`src/rtl/load_store_unit.sv`:
```
// Load/store unit: accepts one access at a time from the execute stage,
// issues a word-aligned memory command with byte-lane mask and replicated
// store data, extracts and extends load data, and aborts misaligned or
// illegal-size accesses without touching memory.
// Optional build macro LSU_TIMEOUT_EN adds a watchdog of TIMEOUT_CYCLES
// cycles while waiting on memory; without it the unit waits indefinitely.
module load_store_unit #(
    parameter int unsigned TIMEOUT_CYCLES = 16
) (
    input  logic        clk,
    input  logic        rst_n,
    input  logic        req_valid,
    output logic        req_ready,
    input  logic        req_we,
    input  logic [1:0]  req_size,
    input  logic        req_signed,
    input  logic [31:0] req_addr,
    input  logic [31:0] req_wdata,
    output logic        mem_valid,
    input  logic        mem_ready,
    output logic        mem_we,
    output logic [31:0] mem_addr,
    output logic [3:0]  mem_wmask,
    output logic [31:0] mem_wdata,
    input  logic        mem_rvalid,
    input  logic [31:0] mem_rdata,
    output logic        rsp_valid,
    output logic [31:0] rsp_rdata,
    output logic        rsp_misaligned,
    output logic        rsp_timeout,
    output logic        busy
);

    typedef enum logic [1:0] {
        ST_IDLE  = 2'd0,
        ST_CMD   = 2'd1,
        ST_RWAIT = 2'd2,
        ST_RESP  = 2'd3
    } state_t;

    // Half needs an even address, word a multiple of four; size 11 is illegal.
    function automatic logic is_misaligned(input logic [1:0] size, input logic [1:0] off);
        logic mis;
        case (size)
            2'b00:   mis = 1'b0;
            2'b01:   mis = off[0];
            2'b10:   mis = (off != 2'b00);
            default: mis = 1'b1;
        endcase
        return mis;
    endfunction

    // Byte-lane write mask; loads never write.
    function automatic logic [3:0] calc_wmask(input logic we, input logic [1:0] size,
                                              input logic [1:0] off);
        logic [3:0] m;
        if (!we) begin
            m = 4'b0000;
        end else begin
            case (size)
                2'b00:   m = 4'b0001 << off;
                2'b01:   m = 4'b0011 << {off[1], 1'b0};
                2'b10:   m = 4'b1111;
                default: m = 4'b0000;
            endcase
        end
        return m;
    endfunction

    // Replicate right-justified store data across every lane it may occupy.
    function automatic logic [31:0] calc_wdata(input logic [1:0] size, input logic [31:0] wd);
        logic [31:0] d;
        case (size)
            2'b00:   d = {4{wd[7:0]}};
            2'b01:   d = {2{wd[15:0]}};
            2'b10:   d = wd;
            default: d = 32'h0000_0000;
        endcase
        return d;
    endfunction

    // Pick the addressed lane out of the read word and extend it.
    function automatic logic [31:0] extract_load(input logic [1:0] size, input logic sgn,
                                                 input logic [1:0] off, input logic [31:0] rd);
        logic [7:0]  b;
        logic [15:0] h;
        logic [31:0] r;
        b = rd[{off, 3'b000} +: 8];
        h = rd[{off[1], 4'b0000} +: 16];
        case (size)
            2'b00:   r = {{24{sgn & b[7]}}, b};
            2'b01:   r = {{16{sgn & h[15]}}, h};
            2'b10:   r = rd;
            default: r = 32'h0000_0000;
        endcase
        return r;
    endfunction

    state_t      state_q, state_d;
    logic        we_q;
    logic [1:0]  size_q;
    logic        signed_q;
    logic [1:0]  off_q;
    logic        mem_valid_q;
    logic        mem_we_q;
    logic [31:0] mem_addr_q;
    logic [3:0]  mem_wmask_q;
    logic [31:0] mem_wdata_q;
    logic        rsp_valid_q;
    logic [31:0] rsp_rdata_q, rsp_rdata_d;
    logic        rsp_mis_q, rsp_mis_d;
    logic        rsp_tmo_d;
    logic        busy_q;
    logic        req_ready_q;
    logic        accept_s;
    logic        timeout_s;

    assign accept_s = (state_q == ST_IDLE) && req_valid;

`ifdef LSU_TIMEOUT_EN
    localparam int unsigned CNT_W = $clog2(TIMEOUT_CYCLES + 1);

    logic [CNT_W-1:0] cnt_q, cnt_d;
    logic             rsp_tmo_q;

    assign timeout_s = (cnt_q == CNT_W'(TIMEOUT_CYCLES - 1));

    // Watchdog counts every cycle spent in CMD or RWAIT; restarts on accept.
    always_comb begin
        cnt_d = {CNT_W{1'b0}};
        if (((state_q == ST_CMD) || (state_q == ST_RWAIT)) &&
            ((state_d == ST_CMD) || (state_d == ST_RWAIT))) begin
            cnt_d = cnt_q + CNT_W'(1);
        end else begin
            cnt_d = {CNT_W{1'b0}};
        end
    end

    // Watchdog counter and timeout flag registers.
    always_ff @(posedge clk) begin
        if (!rst_n) begin
            cnt_q     <= {CNT_W{1'b0}};
            rsp_tmo_q <= 1'b0;
        end else begin
            cnt_q     <= cnt_d;
            rsp_tmo_q <= rsp_tmo_d;
        end
    end

    assign rsp_timeout = rsp_tmo_q;
`else
    logic unused_timeout_cfg_s;

    assign unused_timeout_cfg_s = (TIMEOUT_CYCLES == 32'd0) | rsp_tmo_d;
    assign timeout_s            = 1'b0;
    assign rsp_timeout          = 1'b0;
`endif

    // Next-state logic; response qualifiers and load data are decided on the
    // transition into RESP so that they arrive registered with rsp_valid.
    always_comb begin
        state_d     = state_q;
        rsp_mis_d   = 1'b0;
        rsp_tmo_d   = 1'b0;
        rsp_rdata_d = 32'h0000_0000;
        case (state_q)
            ST_IDLE: begin
                if (req_valid) begin
                    if (is_misaligned(req_size, req_addr[1:0])) begin
                        state_d   = ST_RESP;
                        rsp_mis_d = 1'b1;
                    end else begin
                        state_d = ST_CMD;
                    end
                end else begin
                    state_d = ST_IDLE;
                end
            end
            ST_CMD: begin
                if (mem_ready) begin
                    state_d = we_q ? ST_RESP : ST_RWAIT;
                end else if (timeout_s) begin
                    state_d   = ST_RESP;
                    rsp_tmo_d = 1'b1;
                end else begin
                    state_d = ST_CMD;
                end
            end
            ST_RWAIT: begin
                if (mem_rvalid) begin
                    state_d     = ST_RESP;
                    rsp_rdata_d = extract_load(size_q, signed_q, off_q, mem_rdata);
                end else if (timeout_s) begin
                    state_d   = ST_RESP;
                    rsp_tmo_d = 1'b1;
                end else begin
                    state_d = ST_RWAIT;
                end
            end
            ST_RESP: begin
                state_d = ST_IDLE;
            end
            default: begin
                state_d = ST_IDLE;
            end
        endcase
    end

    // State, captured request and all registered outputs.
    always_ff @(posedge clk) begin
        if (!rst_n) begin
            state_q     <= ST_IDLE;
            we_q        <= 1'b0;
            size_q      <= 2'b00;
            signed_q    <= 1'b0;
            off_q       <= 2'b00;
            mem_valid_q <= 1'b0;
            mem_we_q    <= 1'b0;
            mem_addr_q  <= 32'h0000_0000;
            mem_wmask_q <= 4'b0000;
            mem_wdata_q <= 32'h0000_0000;
            rsp_valid_q <= 1'b0;
            rsp_rdata_q <= 32'h0000_0000;
            rsp_mis_q   <= 1'b0;
            busy_q      <= 1'b0;
            req_ready_q <= 1'b1;
        end else begin
            state_q     <= state_d;
            mem_valid_q <= (state_d == ST_CMD);
            rsp_valid_q <= (state_d == ST_RESP);
            rsp_rdata_q <= rsp_rdata_d;
            rsp_mis_q   <= rsp_mis_d;
            busy_q      <= (state_d != ST_IDLE);
            req_ready_q <= (state_d == ST_IDLE);
            if (accept_s) begin
                we_q        <= req_we;
                size_q      <= req_size;
                signed_q    <= req_signed;
                off_q       <= req_addr[1:0];
                mem_we_q    <= req_we;
                mem_addr_q  <= {req_addr[31:2], 2'b00};
                mem_wmask_q <= calc_wmask(req_we, req_size, req_addr[1:0]);
                mem_wdata_q <= calc_wdata(req_size, req_wdata);
            end else begin
                we_q        <= we_q;
                size_q      <= size_q;
                signed_q    <= signed_q;
                off_q       <= off_q;
                mem_we_q    <= mem_we_q;
                mem_addr_q  <= mem_addr_q;
                mem_wmask_q <= mem_wmask_q;
                mem_wdata_q <= mem_wdata_q;
            end
        end
    end

    assign req_ready      = req_ready_q;
    assign mem_valid      = mem_valid_q;
    assign mem_we         = mem_we_q;
    assign mem_addr       = mem_addr_q;
    assign mem_wmask      = mem_wmask_q;
    assign mem_wdata      = mem_wdata_q;
    assign rsp_valid      = rsp_valid_q;
    assign rsp_rdata      = rsp_rdata_q;
    assign rsp_misaligned = rsp_mis_q;
    assign busy           = busy_q;

endmodule
```
`config.mk`:
```
export PLATFORM = sky130hd
export DESIGN_NAME = load_store_unit
export DESIGN_NICKNAME = d
export VERILOG_FILES = /design/src/rtl/load_store_unit.sv
export SDC_FILE = /design/constraint.sdc
export NUM_CORES = 1
export LEC_CHECK = 0
export CAP_MARGIN = 10
export CORE_ASPECT_RATIO = 1.2
export CORE_UTILIZATION = 40
export DETAILED_ROUTE_END_ITERATION = 10
export PLACE_DENSITY = 0.87
export RECOVER_POWER = 25
export SYNTH_ARGS = -nofsm -noshare
export SYNTH_HDL_FRONTEND = slang
export SYNTH_SLANG_ARGS = --single-unit
```
`constraint.sdc`:
```
create_clock -name clk -period 1.9 [get_ports clk]
set_clock_uncertainty 0.15 [all_clocks]
set_input_delay 0.475 -clock clk [delete_from_list [all_inputs] [get_ports clk]]
set_output_delay 0.475 -clock clk [all_outputs]
set_load 0.05 [all_outputs]
```
# ---- After elaboration in Yosys (flattened, before gate mapping)
# Index checks and enable logic that the tools add are counted.
dict set report totals {
  elab_cells 52
  mem_bits_rw 0
  latchBits 0
  regBits 111
  memories 0
  mem_bits_ro 0
}
dict set report classes {
  n_div 0
  n_bitwise 2
  n_eq_ne 9
  shifts 4
  n_mul 0
  order_cmp 0
  addsub 0
  muxes 14
  n_reduce_logical 9
}
# cell n
set ops {}
lappend ops {{32-bit one-hot mux with 3 select lines} 2}
lappend ops {{32-bit by 6-bit indexed part select with 16-bit output} 1}
lappend ops {{32-bit by 6-bit indexed part select with 8-bit output} 1}
lappend ops {{4-bit one-hot mux with 3 select lines} 1}
lappend ops {{2-bit == test, second input constant} 5}
lappend ops {{2-bit by 1-bit == test with 1-bit output, second input constant} 4}
lappend ops {{2-bit logical NOT} 4}
lappend ops {{2-bit one-hot mux with 4 select lines} 1}
lappend ops {{2-bit 2-to-1 mux} 3}
lappend ops {{3-bit AND reduction} 2}
lappend ops {{1-bit 2-to-1 mux} 5}
lappend ops {{4-bit 2-to-1 mux} 1}
lappend ops {{2-bit nonzero test} 2}
lappend ops {{1-bit by 2-bit left shift with 4-bit output, first input constant} 1}
lappend ops {{2-bit by 2-bit left shift with 4-bit output, first input constant} 1}
lappend ops {{1-bit one-hot mux with 3 select lines} 1}
lappend ops {{1-bit bitwise AND} 2}
lappend ops {{1-bit logical AND} 1}

# ---- Longest topological paths before layout
dict set report depth {
  depth_word 8
  depth_mapped 6
  depth_no_buf 4
}

# ---- Worst setup path before layout
# Ideal clock, no wire load.
dict set report synth_path {
  path_type {in2reg}
  start {in req_size[0]}
  end {reg mem_wdata_q[10], in the netlist mem_wdata[10]}
  t_required_ps 1622
  stages 5
  path_buffers 1
  setup_time_ps 128
  slack_ps 82
  arrival_ps 1541
  cell_sequence {buf_2 > nor2_1 > mux2_2 > a22oi_1 > nor2_1}
}
dict set report synth_between {
  elab_chain_cells 2
  elab_cells_between_ends 4
  classes_between {eq/ne (2); mux (1); reduce/logical (1)}
}
# item line
set synth_lines {}
lappend synth_lines {{start: declaration} 15} ;# input logic [1:0] req_size,
lappend synth_lines {{2-bit == test (tied with other cells)} 73} ;# case (size)
lappend synth_lines {{32-bit one-hot mux with 3 select lines *} 73}
lappend synth_lines {{end signal: assignment} 243} ;# mem_wdata_q <= calc_wdata(req_size, req_wdata);
lappend synth_lines {{end signal: assignment} 252} ;# mem_wdata_q <= mem_wdata_q;
lappend synth_lines {{end: declaration} 108} ;# logic [31:0] mem_wdata_q;
# Mark *: on every way between the ends. The rest lies on a longest branch, timed or not.
# A chain may end at the register's enable or synchronous reset.

# ---- Worst setup path after layout
# Ends and elaborated chain as after synthesis.

==> flow_summary_export.csv <==
group,metric,value,unit
sta,fmax,537.1,MHz
clocking,numCtsBuffers,9,
run,drv_cap,0,
yosys,postSynthCellCount,497,
power_and_ir_drop,ir_worst_vdd,0.0005277,V
critical_path,cp_max_fo,6,
placed_design,gp_congestion,0.8580,
global_route,grt_pass1_vias,4272,
yosys,netlist-cell-type-count,35,
finish,final.fill_count,893,
critical_path,r2r_cells,4,
yosys,synth_edf_count,0,
sta,rsz0062_at_grt,"no",
floorplanning,die_area,11220,µm²
clocking,clock_sinks,111,
yosys,yosysTopAreaCell,"dfxtp_1",
sta,final-hold-violation-count,0,
yosys,synth_top_flop_cell,"dfxtp_1",
global_route,grt_start_max_net_pins,52,
global_route,antenna_found_initial,0,
min_path,hold_end,"mem_addr[3]",
clocking,path_clk_slew,0.07,ns
yosys,async_flop_share,0,
critical_path,endpoint_kind,"flip-flop",
power_and_ir_drop,leakage,2.708,nW
critical_path,arrival,1.94,ns
clocking,clk_latency,0.34,ns
placed_design,port-buffer-count,208,
sta,maxSlewHeadroom,0.5899,
global_route,track_usage,0.2333,
sta,maxSlewViolCount,0,
floorplanning,die_width,96.85,µm
detailed_routing,drt_pre_antenna_iters,7,
critical_path,reg2reg_to,"rsp_rdata[1]",
sta,setup_viol,0,
detailed_routing,drt_iter0_markers,263,
yosys,netlist.area_leader.share,0.5146,
yosys,seq_area_frac_synth,0.5146,
placed_design,place_ws,-0.4725,ns
critical_path,critPathBufInv,2,
detailed_routing,dr_total_vias,4446,
detailed_routing,avgRoutedWirePerCell,15.80,µm
critical_path,start_kind,"input port",
detailed_routing,ant_nets,0,
critical_path,worstPathRequired,1.98,ns
global_route,grt_pass1_wl,20.85,mm
clocking,cts_tree,"yes",
placed_design,hpwlAfterDp,10.01,mm
floorplanning,row_count,41,
critical_path,slowest_stage,"clkdlybuf4s50_1",
critical_path,crit_chain,"clkdlybuf4s50_1, nor2_2, buf_4, mux2_2, a22oi_1, nor2_1",
min_path,hp-start,"mem_addr[3]",
floorplanning,ios,212,
yosys,syn_avg_cell_area,8.688,µm²
critical_path,cp_top_family,"buffers and inverters",
yosys,synth_seq_cells,111,
clocking,htreeDepth,3,
critical_path,crit_type,"in -> reg",
sta,worstMarginPinSlew,0.6178,ns
sta,setup_slack,0.03825,ns
finish,nNetsFinal,815,
finish,drive_gt1_frac,0.2171,
yosys,synth_area_leaders,"dfxtp_1 51%, a21oi_1 9.4%, nand2_1 8.0%",
yosys,netlist_top_cells_count,"111 x dfxtp_1, 92 x nand2_1, 81 x a21oi_1, 48 x nor2_1, 23 x clkbuf_1",
detailed_routing,viasPerCell,5.268,
yosys,syn-cell-area,4318,µm²
yosys,ys.warnings.count,0,
floorplanning,start_util,0.4106,
yosys,synth_most_common_cell,"dfxtp_1",
floorplanning,core-area,10520,µm²
critical_path,critical_path.max_stage_delay,0.52,ns
min_path,hold_path_depth,2,
outcome,status,"completed",
finish,syn_to_final_growth,54.07,%
finish,final_util,0.6326,
detailed_routing,wl,13.33,mm
detailed_routing,drc_errors,0,
critical_path,rrSetupSlack,0.17,ns
sta,fin_crit,1.862,ns
power_and_ir_drop,power.density,928.1,nW/µm²
critical_path,cp_num_cells,6,
critical_path,rr_startpoint,"off_q[1]",
sta,finalCritPeriodShare,0.9799,
clocking,cts-root-buf,"clkbuf_16",
clocking,post_cts_buffers,0,
clocking,hold_buffers,0,
clocking,cts_buffer_depth,2,
floorplanning,die_h,115.8,µm
min_path,hold_path_class,"reg -> reg",
global_route,overflow,0,
==> worst reg2reg max path: stages (launching register included) <==
cell and delay [ns]:
dfxtp_1 0.46, buf_4 0.22, mux2_2 0.36, a222oi_1 0.36
nor2_1 0.07
==> registers in the layout (all words and copies together) (netlist names) <==
name            count
mem_valid           1
rsp_rdata          32
mem_addr           30
rsp_misaligned      1
off_q               2
rsp_valid           1
signed_q            1
busy                1
req_ready           1
mem_we              1
mem_wdata          32
size_q              2
state_q             2
mem_wmask           4
==> cells in the final DEF, fill, tap and decap left out, types with 2 or more instances in the layout <==
master           count
clkbuf_2            32
nor3_1              11
nor2b_1              8
conb_1               3
nor2_1              47
clkdlybuf4s50_1    102
mux2i_1              9
a222oi_1             7
o21a_1               2
clkbuf_1            20
a22oi_1             22
mux2_2              14
a221oi_1             9
o21ai_0             16
buf_12              10
inv_1                5
dlymetal6s2s_1       2
a21oi_1             81
clkbuf_16           10
buf_4               74
clkinvlp_4           2
nand2_1             92
a32oi_1              3
dfxtp_1            111
o21bai_1             2
==> power breakdown <==
group | internal, mW | total [mW] | switching [mW]
clock | 1.02 | 1.85 | 0.827
sequential | 2.49 | 2.59 | 0.0998
combinational | 0.668 | 1.74 | 1.07
total | 4.18 | 6.17 | 2.00
==> cell families after synthesis <==
kind of cell | share of synthesized area
other cells | 0.0008685
mux | 0.06259
simple gates | 0.1605
flops | 0.5146
compound gates | 0.2107
buf+inv | 0.05071
==> how the worst max path moves through the flow <==
stage	start	endpoint	slack, ns
CTS	req_size[1]	mem_wdata[11]	0.02
finish	req_size[0]	mem_wdata[10]	0.04
floorplan	req_size[0]	mem_wdata[10]	0.08
global route	req_size[0]	mem_wdata[27]	0.01
global placement	req_valid	mem_wdata[16]	-0.40
detailed placement	req_size[1]	mem_wdata[23]	-0.47
==> area by class of cell <==
type / count / area [µm²] / share of cell area
clock buffer: 10 / 229.0 / 0.03442
multi-input combinational: 341 / 1894 / 0.2847
inverter: 6 / 22.52 / 0.003385
timing repair buffer: 241 / 2062 / 0.3099
sequential: 111 / 2222 / 0.3340
tap: 129 / 161.4 / 0.02426
antenna: 1 / 2.502 / 0.0003762
clock inverter: 5 / 58.81 / 0.008840
==> stage by stage <==
step                total power [mW]  hold WS, ns  instances  cell area, µm²  TNS [ns]
finish                         6.174       0.3051        844            6653         0
global placement               4.350       0.2901        827            6482    -30.61
floorplan                      3.680       0.2818        499            4325         0
CTS                            6.243       0.3086        842            6780         0
global route                   6.434       0.3245        843            6650         0
detailed placement             4.391       0.2985        827            6482    -33.20
==> timing repair <==
action                     CTS  global route
pin swaps                    0             1
gates cloned                 0             1
gates resized for setup      3             2
setup endpoints to repair   67             9
==> per-layer routing <==
layer / global-route usage / up-vias / wire, µm
met5: 0 / - / 0
met4: 0.1124 / 0 / 418
met3: 0.05609 / 33 / 1074
met2: 0.4197 / 224 / 6750
met1: 0.2609 / 2042 / 5089
li1: - / 2147 / -
(Power assumes the default switching activity.)
